--- src/rtl/id_ex_if.sv ---
// ID/EX stage bundle: decode-side fields, flush, the two writeback
// candidates used for forwarding, and everything the EX stage consumes.
// The stage itself connects through the slave modport.
interface id_ex_if;
  // Decode slot
  logic        id_valid;
  logic [4:0]  id_rs;
  logic [4:0]  id_rt;
  logic [4:0]  id_rd;
  logic [31:0] id_rs_data;
  logic [31:0] id_rt_data;
  logic [31:0] id_imm;
  logic [4:0]  id_shamt;
  logic [3:0]  id_alu_ctrl;
  logic        id_alu_src;
  logic        id_reg_write;
  logic        id_mem_read;
  logic        id_mem_write;
  logic        flush;
  // Writeback candidates from later stages
  logic        exmem_reg_write;
  logic [4:0]  exmem_rd;
  logic [31:0] exmem_result;
  logic        memwb_reg_write;
  logic [4:0]  memwb_rd;
  logic [31:0] memwb_data;
  // Stage outputs
  logic        stall_id;
  logic        ex_valid;
  logic [3:0]  alu_ctrl;
  logic [4:0]  alu_shamt;
  logic [31:0] alu_in1;
  logic [31:0] alu_in2;
  logic [4:0]  ex_rd;
  logic        ex_reg_write;
  logic        ex_mem_read;
  logic        ex_mem_write;
  logic [31:0] ex_store_data;
  logic [15:0] stall_cnt;

  modport slave (
    input  id_valid, id_rs, id_rt, id_rd, id_rs_data, id_rt_data, id_imm,
           id_shamt, id_alu_ctrl, id_alu_src, id_reg_write, id_mem_read,
           id_mem_write, flush, exmem_reg_write, exmem_rd, exmem_result,
           memwb_reg_write, memwb_rd, memwb_data,
    output stall_id, ex_valid, alu_ctrl, alu_shamt, alu_in1, alu_in2, ex_rd,
           ex_reg_write, ex_mem_read, ex_mem_write, ex_store_data, stall_cnt
  );

  modport master (
    output id_valid, id_rs, id_rt, id_rd, id_rs_data, id_rt_data, id_imm,
           id_shamt, id_alu_ctrl, id_alu_src, id_reg_write, id_mem_read,
           id_mem_write, flush, exmem_reg_write, exmem_rd, exmem_result,
           memwb_reg_write, memwb_rd, memwb_data,
    input  stall_id, ex_valid, alu_ctrl, alu_shamt, alu_in1, alu_in2, ex_rd,
           ex_reg_write, ex_mem_read, ex_mem_write, ex_store_data, stall_cnt
  );
endinterface

--- src/rtl/id_ex_stage.sv ---
// ID/EX pipeline register with load-use hazard detection, bubble insertion,
// operand forwarding and a saturating stall counter.
// Build option: define ID_EX_FORWARDING_EN to enable EX/MEM and MEM/WB
// forwarding; without it, operands come straight from the register file and
// the stage stalls on any in-flight producer still ahead of writeback.
module id_ex_stage (
  input  logic clk,
  input  logic reset,
  id_ex_if.slave bus
);

  // Stage register contents
  logic        ex_valid_q;
  logic        ex_reg_write_q;
  logic        ex_mem_read_q;
  logic        ex_mem_write_q;
  logic        ex_alu_src_q;
  logic [4:0]  ex_rd_q;
  logic [4:0]  ex_rs_q;
  logic [4:0]  ex_rt_q;
  logic [4:0]  ex_shamt_q;
  logic [3:0]  ex_alu_ctrl_q;
  logic [31:0] ex_rs_data_q;
  logic [31:0] ex_rt_data_q;
  logic [31:0] ex_imm_q;
  logic [15:0] stall_cnt_q;

  logic        id_reads_ex_rd;
  logic        load_use;
  logic        raw_stall;
  logic        stall;
  logic        bubble;
  logic [31:0] fwd_rs;
  logic [31:0] fwd_rt;

  // Load in EX whose destination the decode slot wants to read
  always_comb begin
    id_reads_ex_rd = (ex_rd_q != 5'd0) &&
                     ((ex_rd_q == bus.id_rs) || (ex_rd_q == bus.id_rt));
    load_use = ex_valid_q && ex_mem_read_q && bus.id_valid && id_reads_ex_rd;
  end

`ifdef ID_EX_FORWARDING_EN
  // Operand 1: youngest producer wins, register 0 never forwards
  always_comb begin
    // NOTE: give every always_comb output a default first so no path leaves it unassigned (latch).
    fwd_rs = ex_rs_data_q;
    if (bus.exmem_reg_write && (bus.exmem_rd != 5'd0) && (bus.exmem_rd == ex_rs_q))
      fwd_rs = bus.exmem_result;
    else if (bus.memwb_reg_write && (bus.memwb_rd != 5'd0) && (bus.memwb_rd == ex_rs_q))
      fwd_rs = bus.memwb_data;
  end

  // Operand 2 / store data: same priority on rt
  always_comb begin
    fwd_rt = ex_rt_data_q;
    if (bus.exmem_reg_write && (bus.exmem_rd != 5'd0) && (bus.exmem_rd == ex_rt_q))
      fwd_rt = bus.exmem_result;
    else if (bus.memwb_reg_write && (bus.memwb_rd != 5'd0) && (bus.memwb_rd == ex_rt_q))
      fwd_rt = bus.memwb_data;
  end

  // Only loads need to stall when results can be forwarded
  always_comb raw_stall = load_use;
`else
  logic ex_hit;
  logic exmem_hit;
  logic unused_no_forwarding;

  // Without forwarding, wait until producers in EX and EX/MEM reach writeback
  always_comb begin
    ex_hit    = bus.id_valid && ex_valid_q && ex_reg_write_q && id_reads_ex_rd;
    exmem_hit = bus.id_valid && bus.exmem_reg_write && (bus.exmem_rd != 5'd0) &&
                ((bus.exmem_rd == bus.id_rs) || (bus.exmem_rd == bus.id_rt));
    raw_stall = load_use || ex_hit || exmem_hit;
    fwd_rs    = ex_rs_data_q;
    fwd_rt    = ex_rt_data_q;
  end

  // MEM/WB relies on the write-before-read register file in this build
  assign unused_no_forwarding = ^{bus.memwb_reg_write, bus.memwb_rd, bus.memwb_data,
                                  bus.exmem_result, ex_rs_q, ex_rt_q};
`endif

  // Flush overrides stall; nothing stalls while reset holds the stage
  always_comb begin
    stall  = raw_stall && !bus.flush && reset;
    bubble = bus.flush || stall || !bus.id_valid;
  end

  // Stage register: data fields always follow decode, controls become a bubble
  always_ff @(posedge clk or negedge reset) begin
    if (!reset) begin
      // NOTE: sequential state uses non-blocking (<=) so every flop samples pre-edge values.
      ex_valid_q     <= 1'b0;
      ex_reg_write_q <= 1'b0;
      ex_mem_read_q  <= 1'b0;
      ex_mem_write_q <= 1'b0;
      ex_alu_src_q   <= 1'b0;
      ex_rd_q        <= '0;
      ex_rs_q        <= '0;
      ex_rt_q        <= '0;
      ex_shamt_q     <= '0;
      ex_alu_ctrl_q  <= '0;
      ex_rs_data_q   <= '0;
      ex_rt_data_q   <= '0;
      ex_imm_q       <= '0;
      stall_cnt_q    <= '0;
    end else begin
      ex_rs_q      <= bus.id_rs;
      ex_rt_q      <= bus.id_rt;
      ex_rs_data_q <= bus.id_rs_data;
      ex_rt_data_q <= bus.id_rt_data;
      ex_imm_q     <= bus.id_imm;
      ex_shamt_q   <= bus.id_shamt;
      ex_alu_src_q <= bus.id_alu_src;
      if (bubble) begin
        ex_valid_q     <= 1'b0;
        ex_reg_write_q <= 1'b0;
        ex_mem_read_q  <= 1'b0;
        ex_mem_write_q <= 1'b0;
        ex_rd_q        <= '0;
        ex_alu_ctrl_q  <= '0;
      end else begin
        ex_valid_q     <= 1'b1;
        ex_reg_write_q <= bus.id_reg_write;
        ex_mem_read_q  <= bus.id_mem_read;
        ex_mem_write_q <= bus.id_mem_write;
        ex_rd_q        <= bus.id_rd;
        ex_alu_ctrl_q  <= bus.id_alu_ctrl;
      end
      if (stall && (stall_cnt_q != 16'hFFFF))
        stall_cnt_q <= stall_cnt_q + 16'd1;
    end
  end

  // Output drive
  assign bus.stall_id      = stall;
  assign bus.ex_valid      = ex_valid_q;
  assign bus.alu_ctrl      = ex_alu_ctrl_q;
  assign bus.alu_shamt     = ex_shamt_q;
  assign bus.alu_in1       = fwd_rs;
  assign bus.alu_in2       = ex_alu_src_q ? ex_imm_q : fwd_rt;
  assign bus.ex_rd         = ex_rd_q;
  assign bus.ex_reg_write  = ex_reg_write_q;
  assign bus.ex_mem_read   = ex_mem_read_q;
  assign bus.ex_mem_write  = ex_mem_write_q;
  assign bus.ex_store_data = fwd_rt;
  assign bus.stall_cnt     = stall_cnt_q;

endmodule

--- src/flat_wrapper.sv ---
// flat-port wrapper written by rule: the top's interface ports become plain ports
module id_ex_stage_flat 
  (clk, reset, bus_id_valid, bus_id_rs, bus_id_rt, bus_id_rd, bus_id_rs_data, bus_id_rt_data, bus_id_imm, bus_id_shamt, bus_id_alu_ctrl, bus_id_alu_src, bus_id_reg_write, bus_id_mem_read, bus_id_mem_write, bus_flush, bus_exmem_reg_write, bus_exmem_rd, bus_exmem_result, bus_memwb_reg_write, bus_memwb_rd, bus_memwb_data, bus_stall_id, bus_ex_valid, bus_alu_ctrl, bus_alu_shamt, bus_alu_in1, bus_alu_in2, bus_ex_rd, bus_ex_reg_write, bus_ex_mem_read, bus_ex_mem_write, bus_ex_store_data, bus_stall_cnt);
  id_ex_if bus_i ();
  input  logic clk;
  input  logic reset;
  input wire logic [$bits(bus_i.id_valid)-1:0] bus_id_valid;
  input wire logic [$bits(bus_i.id_rs)-1:0] bus_id_rs;
  input wire logic [$bits(bus_i.id_rt)-1:0] bus_id_rt;
  input wire logic [$bits(bus_i.id_rd)-1:0] bus_id_rd;
  input wire logic [$bits(bus_i.id_rs_data)-1:0] bus_id_rs_data;
  input wire logic [$bits(bus_i.id_rt_data)-1:0] bus_id_rt_data;
  input wire logic [$bits(bus_i.id_imm)-1:0] bus_id_imm;
  input wire logic [$bits(bus_i.id_shamt)-1:0] bus_id_shamt;
  input wire logic [$bits(bus_i.id_alu_ctrl)-1:0] bus_id_alu_ctrl;
  input wire logic [$bits(bus_i.id_alu_src)-1:0] bus_id_alu_src;
  input wire logic [$bits(bus_i.id_reg_write)-1:0] bus_id_reg_write;
  input wire logic [$bits(bus_i.id_mem_read)-1:0] bus_id_mem_read;
  input wire logic [$bits(bus_i.id_mem_write)-1:0] bus_id_mem_write;
  input wire logic [$bits(bus_i.flush)-1:0] bus_flush;
  input wire logic [$bits(bus_i.exmem_reg_write)-1:0] bus_exmem_reg_write;
  input wire logic [$bits(bus_i.exmem_rd)-1:0] bus_exmem_rd;
  input wire logic [$bits(bus_i.exmem_result)-1:0] bus_exmem_result;
  input wire logic [$bits(bus_i.memwb_reg_write)-1:0] bus_memwb_reg_write;
  input wire logic [$bits(bus_i.memwb_rd)-1:0] bus_memwb_rd;
  input wire logic [$bits(bus_i.memwb_data)-1:0] bus_memwb_data;
  output wire logic [$bits(bus_i.stall_id)-1:0] bus_stall_id;
  output wire logic [$bits(bus_i.ex_valid)-1:0] bus_ex_valid;
  output wire logic [$bits(bus_i.alu_ctrl)-1:0] bus_alu_ctrl;
  output wire logic [$bits(bus_i.alu_shamt)-1:0] bus_alu_shamt;
  output wire logic [$bits(bus_i.alu_in1)-1:0] bus_alu_in1;
  output wire logic [$bits(bus_i.alu_in2)-1:0] bus_alu_in2;
  output wire logic [$bits(bus_i.ex_rd)-1:0] bus_ex_rd;
  output wire logic [$bits(bus_i.ex_reg_write)-1:0] bus_ex_reg_write;
  output wire logic [$bits(bus_i.ex_mem_read)-1:0] bus_ex_mem_read;
  output wire logic [$bits(bus_i.ex_mem_write)-1:0] bus_ex_mem_write;
  output wire logic [$bits(bus_i.ex_store_data)-1:0] bus_ex_store_data;
  output wire logic [$bits(bus_i.stall_cnt)-1:0] bus_stall_cnt;
  assign bus_i.id_valid = bus_id_valid;
  assign bus_i.id_rs = bus_id_rs;
  assign bus_i.id_rt = bus_id_rt;
  assign bus_i.id_rd = bus_id_rd;
  assign bus_i.id_rs_data = bus_id_rs_data;
  assign bus_i.id_rt_data = bus_id_rt_data;
  assign bus_i.id_imm = bus_id_imm;
  assign bus_i.id_shamt = bus_id_shamt;
  assign bus_i.id_alu_ctrl = bus_id_alu_ctrl;
  assign bus_i.id_alu_src = bus_id_alu_src;
  assign bus_i.id_reg_write = bus_id_reg_write;
  assign bus_i.id_mem_read = bus_id_mem_read;
  assign bus_i.id_mem_write = bus_id_mem_write;
  assign bus_i.flush = bus_flush;
  assign bus_i.exmem_reg_write = bus_exmem_reg_write;
  assign bus_i.exmem_rd = bus_exmem_rd;
  assign bus_i.exmem_result = bus_exmem_result;
  assign bus_i.memwb_reg_write = bus_memwb_reg_write;
  assign bus_i.memwb_rd = bus_memwb_rd;
  assign bus_i.memwb_data = bus_memwb_data;
  assign bus_stall_id = bus_i.stall_id;
  assign bus_ex_valid = bus_i.ex_valid;
  assign bus_alu_ctrl = bus_i.alu_ctrl;
  assign bus_alu_shamt = bus_i.alu_shamt;
  assign bus_alu_in1 = bus_i.alu_in1;
  assign bus_alu_in2 = bus_i.alu_in2;
  assign bus_ex_rd = bus_i.ex_rd;
  assign bus_ex_reg_write = bus_i.ex_reg_write;
  assign bus_ex_mem_read = bus_i.ex_mem_read;
  assign bus_ex_mem_write = bus_i.ex_mem_write;
  assign bus_ex_store_data = bus_i.ex_store_data;
  assign bus_stall_cnt = bus_i.stall_cnt;
  id_ex_stage u_core (.clk(clk), .reset(reset), .bus(bus_i));
endmodule
--- config.mk ---
export PLATFORM = sky130hd
export DESIGN_NAME = id_ex_stage_flat
export DESIGN_NICKNAME = d
export VERILOG_FILES = /design/src/rtl/id_ex_if.sv /design/src/rtl/id_ex_stage.sv /design/src/flat_wrapper.sv
export SDC_FILE = /design/constraint.sdc
export NUM_CORES = 1
export LEC_CHECK = 0
export CORE_MARGIN = 4
export CORE_UTILIZATION = 30
export CTS_CLUSTER_SIZE = 16
export DETAILED_ROUTE_END_ITERATION = 8
export HOLD_SLACK_MARGIN = 0.15
export PLACE_DENSITY = 0.76
export SLEW_MARGIN = 30
export SYNTH_ARGS = -nofsm -noshare
export SYNTH_HDL_FRONTEND = slang
export SYNTH_SLANG_ARGS = --single-unit
--- constraint.sdc ---
create_clock -name clk -period 2.9 [get_ports clk]
set_clock_uncertainty 0.05 [all_clocks]
set_input_delay 0.87 -clock clk [delete_from_list [all_inputs] [get_ports clk]]
set_output_delay 0.87 -clock clk [all_outputs]
set_load 0.02 [all_outputs]
==> reports/qor.yml, run 1 <==
pwr:
  switching_power_mw: 1.06
  comb_power_share_pct: 14.0
  clockPowerShare_pct: 44.8
  p_per_area_nw_per_um2: 592
  internal_power_mw: 3.68
  peakVddDrop_mv: 0.347
  p_leak_nw: 3.48
  swShare_pct: 22.4
  power_frac_seq_pct: 41.2
final_layout:
  final_cell_mix: "clkdlybuf4s50_1, dfrtp_1, mux2_2"
  drive_gt1_share_pct: 16.8
  area_delta_synth_final_pct: 81.1
  fillCellCount: 1183
  layout.nets: 779
  diodes: 0
  final_common_cell: "clkdlybuf4s50_1"
grt:
  grt_usage_pct: 15.1
  grt_pass1_vias: 3543
  gr-total-overflow: 0
  antenna_found_initial: 0
  grt_max_degree: 72
  grt_pass1_wl_mm: 18.9
sta:
  tns_ns: -0.0776
  fin_crit_sh_pct: 103
  setup-violations-final: 1
  rsz0062_at_grt: "true"
  hold_violations: 0
  timing.fmax_ghz: 0.336
  period_needed_ns: 2.98
  worstMarginPinSlew_ns: 0.755
  drv_slew: 0
  fin_ws_ns: -0.0776
  slew-limit-headroom_pct: 49.7
worst_setup_path:
  crit_start: "bus_exmem_rd[3]"
  reg2reg_slack_ns: 0.70
  regToRegStartpoint: "u_core.bus.ex_rd[0]"
  critPathKind: "in2out"
  end_kind: "primary output"
  crit_arrival_ns: 2.06
  reg2reg_to: "u_core.bus.stall_cnt[12]"
  worst_setup_path_start_kind: "primary input"
  crit_fanout: 2
  worstRegToRegCells: 8
  crit_required_ns: 1.98
  crit_path_end: "bus_stall_id"
route:
  drcViolationCount: 0
  final_antenna_net_count: 0
  dr.pass1.iters: 4
  viasPerCell: 4.32
  wirelength_mm: 12.9
  wl_per_cell_um: 16.7
  vias: 3323
  first_iter_violations: 76
die:
  start_util_pct: 30.6
  die_y_um: 129
  dieArea_um2: 16800
  row_count: 44
  ios: 335
  core-area_um2: 14500
  die_w_um: 129
clocking:
  clock_latency_ns: 0.40
  htree_levels: 4
  clk_path_buf_depth: 2
  cts_tree: "done"
  cts_hold_buf: 0
  cts_buffers: 17
  clock-sinks: 131
  path_clk_slew_ns: 0.06
  clock_tree.root_cell: "clkbuf_16"
synth:
  async_flop_share_pct: 100
  ys_ff_latch: 131
  syn_area_per_cell_um2: 15.8
  syn-cell-area_um2: 4430
  yosysUniqueCellTypes: 32
  ys_seq_area_share_pct: 74.1
  synth-main-ff-cell: "dfrtp_1"
  synth_warnings: 0
  synth_edf_count: 0
  syn_nets: 485
  synth_area_leaders: "dfrtp_1, mux2_2, xor2_1"
  netlist_instances: 280
  yosys.area.top_type_share_pct: 74.1
  synth_largest_area_cell: "dfrtp_1"
run_status:
  violations: "negative setup slack"
  status: "complete, but fails checks"
placement:
  dp_slack_ns: -0.535
  dp_hpwl_mm: 10.0
  portBuffers: 264
  place.gp.congestion: 0.765
job:
  maxCapViolCount: 0
min_path:
  hold_path_class: "reg2reg"
==> stage by stage <==
| stage | area [um2] | instances | util (%) | power (mW) | hold slack [ns] |
|---|---|---|---|---|---|
| 2_1_floorplan | 4430 | 280 | - | 2.20 | 0.524 |
| 3_3_place_gp | 7380 | 738 | 51.0 | 2.65 | 0.437 |
| 3_5_place_dp | 7380 | 738 | 51.0 | 2.66 | 0.451 |
| 4_1_cts | 7990 | 769 | 55.2 | 4.82 | 0.467 |
| 5_1_grt | 8020 | 769 | 55.4 | 4.94 | 0.495 |
| 6_report | 8020 | 769 | 55.4 | 4.74 | 0.460 |
==> logic make-up after synthesis <==
family	after synthesis	share of synthesized area [%]
muxes	35	8.90
and+or+nand+nor	63	7.66
DFF	131	74.1
adders and majority gates	1	0.283
AOI/OAI and AO/OA	8	1.67
buffers and inverters	10	1.10
xor gates and xnor gates	32	6.33
==> critical path: stages <==
cell	delay (ns)
buf_6	0.10
or4_1	0.52
nor2_1	0.11
or3b_4	0.14
a2bb2oi_4	0.15
inv_2	0.04
buf_6	0.12
==> power groups by stage <==
stage | Combinational, mW | Clock (mW) | Sequential (mW)
after global routing | 0.705 | 2.27 | 1.96
after global placement | 0.664 | 0 | 1.98
after detailed placement | 0.672 | 0 | 1.99
final | 0.663 | 2.13 | 1.96
after CTS | 0.672 | 2.19 | 1.96
after floorplan | 0.139 | 0 | 2.06
==> sequential cells by signal (all words and copies together) (netlist names), 4 cells and up <==
register and count:
u_core.bus.ex_rd 5, u_core.bus.stall_cnt 16, u_core.bus.ex_store_data 32, u_core.bus.alu_shamt 5
u_core.bus.alu_in1 32, u_core.bus.alu_ctrl 4, u_core.ex_imm_q 32
==> what timing repair did <==
action                                 4_1_cts  5_1_grt
buffers inserted                             1        0
setup endpoints to repair                   17        8
gates resized for setup                     38        8
endpoints found under the hold margin        0        0
pin swaps                                   13        2
==> worst min-delay path by stage <==
stage	slack, ns	to	startpoint	cells past startpoint
global placement	0.44	u_core.bus.stall_cnt[10]	u_core.bus.stall_cnt[10]	1
floorplan	0.52	u_core.bus.alu_ctrl[0]	reset	0
CTS	0.47	u_core.bus.stall_cnt[10]	u_core.bus.stall_cnt[10]	1
detailed placement	0.45	u_core.bus.stall_cnt[10]	u_core.bus.stall_cnt[10]	1
global route	0.49	u_core.bus.stall_cnt[6]	u_core.bus.stall_cnt[6]	1
finish	0.46	u_core.bus.stall_cnt[10]	u_core.bus.stall_cnt[10]	1
==> synth_stat cells, types with 2 or more instances <==
cell type    n
inv_1        4
nor4_1       3
and2_1      12
o21ai_0      2
nor2_1      11
mux2_2      35
nand2_1      9
dfrtp_1    131
buf_1        3
nand4_1      3
xor2_1      21
nor3_1      10
nand3_1      7
xnor2_1     11
==> layout make-up <==
| type | count | area, um2 | area share, % |
|---|---|---|---|
| repair buffers | 281 | 2780 | 34.6 |
| flip-flops and latches | 131 | 3280 | 40.9 |
| well taps | 184 | 230 | 2.87 |
| clock buffers | 21 | 460 | 5.74 |
| clock inverters | 9 | 131 | 1.64 |
| inverters | 4 | 15.0 | 0.187 |
| multi-input cells | 139 | 1130 | 14.0 |
==> per-layer routing <==
metal | vias to the layer above | share of wire (%) | track usage [%]
met2 | 144 | 54 | 26.7
met5 | - | 0 | 0
met1 | 1630 | 36 | 16.4
li1 | 1530 | - | -
met3 | 19 | 8.6 | 5.77
met4 | 0 | 1.9 | 5.62
No activity file was read; power rests on OpenSTA's default activity.
==> run 2, diff against run 1 <==
- RECOVER_POWER: default -> 50
==> reports/qor.yml, run 2 (same netlist as run 1, synthesis figures left out) <==
final_layout:
  drive_gt1_share_pct: 16.8  # unchanged
  final_cell_mix: "clkdlybuf4s50_1, dfrtp_1, dlygate4sd3_1"  # was clkdlybuf4s50_1, dfrtp_1, mux2_2
  final_common_cell: "clkdlybuf4s50_1"  # unchanged
  regArea_um2: 3280  # unchanged
  fillCellCount: 1184  # was 1,183
  multiInputGateArea_um2: 1130  # unchanged
  layout.nets: 779  # unchanged
  area_delta_synth_final_pct: 81.1  # unchanged
  stdcell_area_um2: 8020  # unchanged
  post-route-util_pct: 55.4  # unchanged
grt:
  antenna_found_initial: 1  # was 0
  grt_usage_pct: 15.1  # unchanged
  grt_pass1_wl_mm: 18.9  # unchanged
  use_met3_pct: 5.77  # unchanged
  gr-total-overflow: 0  # unchanged
  grtUsageMet2_pct: 26.7  # unchanged
  grt_pass1_vias: 3543  # unchanged
  use_met1_pct: 16.4  # unchanged
  grt_max_degree: 72  # unchanged
  grt-busiest-layer: "met2"  # unchanged
pwr:
  peakVddDrop_mv: 0.347  # about the same
  switching_power_mw: 1.06  # about the same
  comb_power_share_pct: 13.5  # was 14.0%
  p_leak_nw: 3.50  # was 3.48 nW
  swShare_pct: 22.5  # was 22.4%
  internal_power_mw: 3.65  # was 3.68 mW
  p_per_area_nw_per_um2: 588  # was 592 nW/um2
  power_frac_seq_pct: 41.5  # was 41.2%
  clockPowerShare_pct: 45.1  # was 44.8%
placement:
  dp_slack_ns: -0.535  # unchanged
  dpl_cell_area_um2: 7380  # unchanged
  portBuffers: 264  # unchanged
  dp_hpwl_mm: 10.0  # unchanged
  place.gp.congestion: 0.765  # unchanged
clocking:
  cts_buffers: 17  # unchanged
  clock_tree.root_cell: "clkbuf_16"  # unchanged
  clock-sinks: 131  # unchanged
  cts_tree: "done"  # unchanged
  path_clk_slew_ns: 0.06  # about the same
  clock_latency_ns: 0.40  # about the same
  htree_levels: 4  # unchanged
  clk_path_buf_depth: 2  # unchanged
route:
  vias: 3325  # was 3,323
  final_antenna_net_count: 0  # unchanged
  wl_per_cell_um: 16.7  # about the same
  first_iter_violations: 77  # was 76
  viasPerCell: 4.32  # about the same
  drcViolationCount: 0  # unchanged
  dr.pass1.iters: 4  # unchanged
  wirelength_mm: 12.9  # about the same
sta:
  setup-violations-final: 1  # unchanged
  drv_slew: 0  # unchanged
  worstMarginPinSlew_ns: 1.34  # was 0.755 ns
  rsz0062_at_grt: "true"  # unchanged
  period_needed_ns: 2.98  # about the same
  fin_crit_sh_pct: 103  # about the same
  slew-limit-headroom_pct: 10.8  # was 49.7%
  timing.fmax_ghz: 0.336  # about the same
  fin_ws_ns: -0.0769  # was -0.0776 ns
  hold_violations: 0  # unchanged
worst_setup_path:
  worst_setup_path_start_kind: "primary input"  # unchanged
  cpMostUsedCell: "buf_6"  # unchanged
  critPathKind: "in2out"  # unchanged
  slowest_delay_ns: 0.52  # about the same
  reg2reg_slack_ns: 0.70  # about the same
  worstRegToRegCells: 8  # unchanged
  crit_required_ns: 1.98  # about the same
  path_cells: "buf_6 > or4_1 > nor2_1 > or3b_4 > a2bb2oi_4 > inv_2 > buf_6"  # unchanged
  end_kind: "primary output"  # unchanged
  crit_arrival_ns: 2.06  # about the same
  regToRegStartpoint: "u_core.bus.ex_rd[0]"  # unchanged
  reg2reg_to: "u_core.bus.stall_cnt[12]"  # unchanged
  slowest_stage: "or4_1"  # unchanged
  crit_fanout: 2  # unchanged
run_status:
  violations: "negative setup slack"  # unchanged
  status: "complete, but fails checks"  # unchanged
die:
  dieArea_um2: 16800  # unchanged
  die_y_um: 129  # unchanged
  start_util_pct: 30.6  # unchanged
  row_count: 44  # unchanged
  core-area_um2: 14500  # unchanged
  ios: 335  # unchanged
  die_w_um: 129  # unchanged
min_path:
  hold_path_end: "u_core.bus.stall_cnt[10]"  # unchanged
  hold_path_class: "reg2reg"  # unchanged
  min_from: "u_core.bus.stall_cnt[10]"  # unchanged
  hold_depth: 1  # unchanged
job:
  maxCapViolCount: 0  # unchanged
[run 2: layout make-up]
cell class / instances / share of cell area, %
Sequential cell: 131 / 40.9
Timing Repair Buffer: 281 / 34.6
Multi-Input combinational cell: 139 / 14.0
Clock buffer: 21 / 5.74
Tap cell: 184 / 2.87
Clock inverter: 9 / 1.64
Inverter: 4 / 0.187
Antenna cell: 1 / 0.0312
[run 2: per-layer routing]
| layer | share of wire [%] | wire length [um] |
|---|---|---|
| met1 | 36 | 4600 |
| met2 | 54 | 6930 |
| met3 | 8.4 | 1080 |
| met4 | 1.9 | 243 |
| met5 | 0 | 0 |
[run 2: worst max-delay path: cells and delay by family]
kind / cells / cell delay [ns]
AND/OR/NAND/NOR: 3 / 0.77
buffers and inverters: 3 / 0.26
AO/OA/AOI/OAI: 1 / 0.15
[run 2: how the worst max path moves through the flow]
stage | start | to | slack, ns | cells past startpoint
2_1_floorplan | bus_exmem_rd[0] | bus_stall_id | -0.04 | 6
3_3_place_gp | bus_exmem_rd[0] | bus_stall_id | -0.52 | 7
3_5_place_dp | bus_exmem_rd[0] | bus_stall_id | -0.53 | 7
4_1_cts | bus_exmem_rd[3] | bus_stall_id | -0.1 | 7
5_1_grt | bus_exmem_rd[3] | bus_stall_id | -0.1 | 7
6_report | bus_exmem_rd[3] | bus_stall_id | -0.08 | 7
[run 2: repair_timing]
| action | CTS | global route |
|---|---|---|
| setup buffers | 1 | 0 |
| endpoints found under the setup margin | 17 | 8 |
| hold buffers | 0 | 0 |
| resized for setup | 38 | 8 |
| pin swaps | 13 | 2 |
[run 2: power by group through the flow]
| stage | clock network, mW | logic [mW] | registers, mW |
|---|---|---|---|
| after detailed placement | 0 | 0.672 | 1.99 |
| after CTS | 2.19 | 0.672 | 1.96 |
| after floorplan | 0 | 0.139 | 2.06 |
| after global routing | 2.27 | 0.677 | 1.96 |
| final | 2.13 | 0.635 | 1.96 |
| after global placement | 0 | 0.664 | 1.98 |
[run 2: stage by stage]
stage	instances	hold WS (ns)	total power, mW	setup TNS [ns]
final	770	0.459	4.72	-0.0769
after global routing	770	0.495	4.91	-0.121
after detailed placement	738	0.451	2.66	-5.71
after floorplan	280	0.524	2.20	-0.0353
after CTS	769	0.467	4.82	-0.0999
after global placement	738	0.437	2.65	-4.82
